File: config.mk
export PLATFORM = sky130hd
export DESIGN_NAME = fft_sdf_stage_ctrl
export DESIGN_NICKNAME = d
export VERILOG_FILES = /design/src/rtl/fft_pkg.sv /design/src/rtl/fft_phase_cnt.sv /design/src/rtl/fft_sdf_stage_ctrl.sv
export SDC_FILE = /design/constraint.sdc
export NUM_CORES = 1
export LEC_CHECK = 0
export ABC_AREA = 1
export ABC_CLOCK_PERIOD_IN_PS = 1400
export CORE_MARGIN = 3
export CORE_UTILIZATION = 43
export DETAILED_ROUTE_END_ITERATION = 7
export PLACE_DENSITY = 0.73
export SLEW_MARGIN = 15
export SYNTH_ARGS = -nofsm -noshare
export SYNTH_HDL_FRONTEND = slang
export SYNTH_SLANG_ARGS = --single-unit
export TNS_END_PERCENT = 50
File: constraint.sdc
create_clock -name clk -period 1.4 [get_ports clk]
set_clock_uncertainty 0.15 [all_clocks]
set_input_delay 0.35 -clock clk [delete_from_list [all_inputs] [get_ports clk]]
set_output_delay 0.35 -clock clk [all_outputs]
set_load 0.05 [all_outputs]
File: src/rtl/fft_pkg.sv
// Shared types and constants for the SDF FFT stage sequencer.
// Holds the state enum, datapath mode codes and twiddle number format.
package fft_pkg;

    typedef enum logic [2:0] {
        ST_IDLE,
        ST_FILL,
        ST_BFLY,
        ST_TWID,
        ST_DRAIN
    } state_e;

    localparam logic [1:0] MODE_FILL = 2'd0;
    localparam logic [1:0] MODE_BFLY = 2'd1;
    localparam logic [1:0] MODE_TWID = 2'd2;

    localparam int TW_W    = 24;
    localparam int TW_FRAC = 8;

    function automatic int cnt_width(input int depth);
        return (depth > 1) ? $clog2(depth) : 1;
    endfunction

endpackage

File: src/rtl/fft_phase_cnt.sv
// Enable-gated wrap counter for one half-frame phase.
// tc_o flags the terminal count DELAY-1; an enabled step there wraps to 0.
module fft_phase_cnt #(
    parameter int DELAY = 64,
    parameter int CW    = 6
) (
    input  logic          clk,
    input  logic          rst_n,
    input  logic          en_i,
    output logic [CW-1:0] cnt_o,
    output logic          tc_o
);

    localparam logic [CW-1:0] LAST = CW'(DELAY - 1);

    logic [CW-1:0] cnt_q;
    logic [CW-1:0] cnt_d;

    assign tc_o  = (cnt_q == LAST);
    assign cnt_o = cnt_q;

    always_comb begin
        cnt_d = cnt_q;
        if (en_i) begin
            cnt_d = tc_o ? '0 : cnt_q + CW'(1);
        end
    end

    always_ff @(posedge clk or negedge rst_n) begin
        if (!rst_n) begin
            cnt_q <= '0;
        end else begin
            cnt_q <= cnt_d;
        end
    end

endmodule

File: src/rtl/fft_sdf_stage_ctrl.sv
// Sequencer for one radix-2 SDF FFT stage: fill / butterfly / twiddle / drain.
// Define FFT_CTRL_FRAME_CNT_EN to add the 16-bit frame_cnt output.
import fft_pkg::*;

module fft_sdf_stage_ctrl #(
    parameter int DELAY     = 64,
    parameter int ADDR_W    = 6,
    parameter int TW_STRIDE = 1
) (
    input  logic              clk,
    input  logic              rst_n,
    input  logic              in_valid,
    input  logic              in_last,
    output logic [1:0]        mode,
    output logic [ADDR_W-1:0] tw_addr,
    output logic              out_valid,
    output logic              busy,
    output logic              frame_done,
    output logic              ovf_err
`ifdef FFT_CTRL_FRAME_CNT_EN
    ,
    output logic [15:0]       frame_cnt
`endif
);

    localparam int CW = cnt_width(DELAY);

    state_e state_q, state_d;
    logic   last_q, last_d;
    logic   ovf_q, ovf_d;

    logic          adv;
    logic          tc;
    logic          tw_en;
    logic [CW-1:0] cnt;
    logic [ADDR_W-1:0] tw_prod;

    fft_phase_cnt #(
        .DELAY (DELAY),
        .CW    (CW)
    ) u_cnt (
        .clk   (clk),
        .rst_n (rst_n),
        .en_i  (adv),
        .cnt_o (cnt),
        .tc_o  (tc)
    );

    // Only the low ADDR_W bits of the product matter, so multiply mod 2**ADDR_W.
    assign tw_prod = ADDR_W'(ADDR_W'(cnt) * ADDR_W'(TW_STRIDE));
    assign tw_addr = tw_en ? tw_prod : '0;
    assign busy    = (state_q != ST_IDLE);
    assign ovf_err = ovf_q;

    always_comb begin
        state_d    = state_q;
        last_d     = last_q;
        adv        = 1'b0;
        tw_en      = 1'b0;
        mode       = MODE_FILL;
        out_valid  = 1'b0;
        frame_done = 1'b0;
        unique case (state_q)
            ST_IDLE: begin
                adv = in_valid;
                if (in_valid) begin
                    state_d = (DELAY == 1) ? ST_BFLY : ST_FILL;
                end
            end
            ST_FILL: begin
                adv = in_valid;
                if (in_valid && tc) begin
                    state_d = ST_BFLY;
                end
            end
            ST_BFLY: begin
                mode      = MODE_BFLY;
                adv       = in_valid;
                out_valid = in_valid;
                if (in_valid && tc) begin
                    state_d = (last_q || in_last) ? ST_DRAIN : ST_TWID;
                end
            end
            ST_TWID: begin
                mode      = MODE_TWID;
                tw_en     = 1'b1;
                adv       = in_valid;
                out_valid = in_valid;
                if (in_valid && tc) begin
                    state_d = ST_BFLY;
                end
            end
            ST_DRAIN: begin
                mode      = MODE_TWID;
                tw_en     = 1'b1;
                adv       = 1'b1;
                out_valid = 1'b1;
                if (tc) begin
                    frame_done = 1'b1;
                    state_d    = ST_IDLE;
                    last_d     = 1'b0;
                end
            end
            default: begin
                state_d = ST_IDLE;
            end
        endcase
        if (in_valid && in_last &&
            (state_q == ST_FILL || state_q == ST_BFLY || state_q == ST_TWID)) begin
            last_d = 1'b1;
        end
    end

    // Samples arriving while draining are dropped; only the error flag records them.
    assign ovf_d = ovf_q | ((state_q == ST_DRAIN) && in_valid);

    always_ff @(posedge clk or negedge rst_n) begin
        if (!rst_n) begin
            state_q <= ST_IDLE;
            last_q  <= 1'b0;
            ovf_q   <= 1'b0;
        end else begin
            state_q <= state_d;
            last_q  <= last_d;
            ovf_q   <= ovf_d;
        end
    end

`ifdef FFT_CTRL_FRAME_CNT_EN
    logic [15:0] fcnt_q;

    always_ff @(posedge clk or negedge rst_n) begin
        if (!rst_n) begin
            fcnt_q <= '0;
        end else if (state_q == ST_BFLY && in_valid && tc) begin
            fcnt_q <= fcnt_q + 16'd1;
        end
    end

    assign frame_cnt = fcnt_q;
`endif

endmodule

==> flow_summary.ini <==
[yosys]
synth_top_flop_cell = dfrtp_1
async_flop_share = 1.00
synth_area_um2 = 709
synth.most_common_cell = nand2_1
synth_cells = 95
synth_edf_count = 0
yosys.area.top_type = dfrtp_1
netlist_top_cells_count = nand2_1, nor2_1, dfrtp_1, inv_1, nand3_1
ys_seq_elements = 11
synth_area_leaders = dfrtp_1, nand2_1, nor2_1, nand2_4, inv_1
yosys_warnings = 0
yosysTopAreaCellShare = 0.388
synth_nets = 100
ys_types = 21
seq_area_frac_synth = 0.388
synth_area_per_cell_um2 = 7.47

[detailed_routing]
wl_met1_mm = 1.15
wl_mm = 3.12
dr_wl_met2_mm = 1.60
ant_nets = 0
wl_met3_um = 250
drt_iter0_drc = 52
drc = 0
drt-vias-per-instance = 5.82
highest_layer = met4
wl_per_cell_um = 19.9
firstDrtPassIters = 4
vias = 913

[outcome]
violations = negative setup slack
status = finished with violations

[power]
report.power.total_mw = 3.57
power_density_nw_per_um2 = 2510
leakage_nw = 0.647
max-vdd-ir-drop_v = 0.00180

[setup_path]
r2r-end = u_cnt.cnt_o[3]$_DFFE_PN0P_
rr_startpoint = state_q[1]$_DFFE_PN0P_
reg2reg_slack_ns = -0.43
critPathLaunchType = flip-flop
cp_max_fo = 6
cp.required_ns = 0.90
endpoint_kind = output pin
arrival_ns = 1.57
rr_worst_depth = 10
setup.worst_path.class = flip-flop to output pin

[floorplanning]
die_h_um = 46.6
dieArea_um2 = 2170
rows = 14
fp.dieW_um = 46.6
io_pins = 16
core_area_um2 = 1520
start_util = 0.466

[cts]
cts_root_buf = clkbuf_4
clk_path_buf_depth = 2
cts_sinks = 11
insertion_delay_ns = 0.28
numCtsBuffers = 3
path_clk_slew_ns = 0.08
htreeDepth = 1
cts_tree = yes

[sta]
final_max_slew_viol_count = 0
hold_viol = 0
whs_ns = 0.213
grt_setup_unrepaired = yes
period_minus_slack_ns = 2.07
max_freq_mhz = 483
postLayoutSetupSlackWorst_ns = -0.669
setup_violations = 22
relSlewSlack = 0.849
post-route-period-util = 1.48
tightest_slew_ns = 0.225
setup_tns_ns = -9.40

[job]
maxCapViolations = 0

[final_layout]
n_antenna_cell = 0
final_cell_count_no_fill = 157
drive_gt1_frac = 0.560
area_growth_pct = 100
nNetsFinal = 147

[global_routing]
grt_pass1_vias = 895
grt_max_degree = 12
gr-total-overflow = 0
antenna_found_initial = 0
grt_pass1_wl_mm = 4.22
grt_use_total = 0.288

[place]
dp_slack_ns = -0.369
dp.cells = 148
place.gp.congestion = 0.843
port-buffer-count = 15
post-dp-hpwl_mm = 1.63

[worst_hold_path]
hp-class = input port to async pin
power by group:
group          total (mW)  internal (mW)  switching [mW]
Clock               0.238          0.111           0.127
Sequential          0.618          0.461           0.156
Combinational        2.71           1.20            1.52
cell families after synthesis:
kind of cell,after synthesis,share of synthesized area
XOR/XNOR,2,0.0353
AO/OA/AOI/OAI,11,0.0864
AND/OR/NAND/NOR,56,0.383
buffers and inverters,14,0.0899
flip-flops,11,0.388
adder cells (fa/ha/maj),1,0.0176
timing repair:
action                     CTS  global route
hold buffers                 0             0
setup endpoints to repair   20            22
resized for setup           27             7
buffers inserted             3             4
pin swaps                    7             5
layout make-up:
class                   instances  area [µm²]
clock buffers                   4        26.3
fillers                        48         104
inverters                      13        52.6
multi-input cells              70         533
flip-flops and latches         11         278
well taps                      16        20.0
repair buffers                 43         510
how the worst max path moves through the flow:
stage	to	start	slack, ns
floorplan	tw_addr[0]	state_q[1]$_DFFE_PN0P_	-0.56
global placement	out_valid	in_valid	-0.35
detailed placement	out_valid	in_valid	-0.37
CTS	tw_addr[0]	state_q[0]$_DFFE_PN0P_	-0.62
global route	tw_addr[4]	state_q[1]$_DFFE_PN0P_	-0.71
finish	tw_addr[4]	state_q[1]$_DFFE_PN0P_	-0.67
per-layer routing:
metal	up-vias	global-route usage
li1	393	-
met1	430	0.337
met2	70	0.511
met3	20	0.0547
met4	0	0.110
met5	-	0
sequential cells by signal, summed over array words and instances (netlist names):
signal,count
ovf_err,1
state_q,3
last_q,1
u_cnt.cnt_o,6
through the flow:
step / util / cell area, µm²
final: 0.932 / 1420
after global routing: 0.932 / 1420
after CTS: 0.913 / 1390
after detailed placement: 0.815 / 1240
after global placement: 0.815 / 1240
after floorplan: - / 782
placed cells by master, fill, tap and decap left out:
cell type	instances
buf_4	22
nand2_1	21
buf_12	13
nor2_4	10
dfrtp_1	9
inv_1	7
inv_2	5
nand2_4	5
o21ai_1	5
nand3_1	5
buf_6	5
nor2_1	4
nand3_2	3
clkbuf_4	3
nand2_8	2
nand2_2	2
o21ai_2	2
clkdlybuf4s50_1	2
dfrtp_2	2
o21ai_4	1
clkinvlp_4	1
o21bai_1	1
nand3_4	1
xor2_2	1
o21ai_0	1
nand3b_1	1
nor3_1	1
nand4_1	1
xor2_1	1
a21oi_1	1
ha_4	1
clkbuf_1	1
dlygate4sd2_1	1
worst max-delay path: stages (launching register included):
cell and delay [ns]:
dfrtp_2 0.45, nor2_4 0.15, nand2_4 0.09, nand2_8 0.08, clkinvlp_4 0.09, buf_12 0.15
nor2_4 0.13, buf_12 0.14
Power figures use the tool's default switching activity.
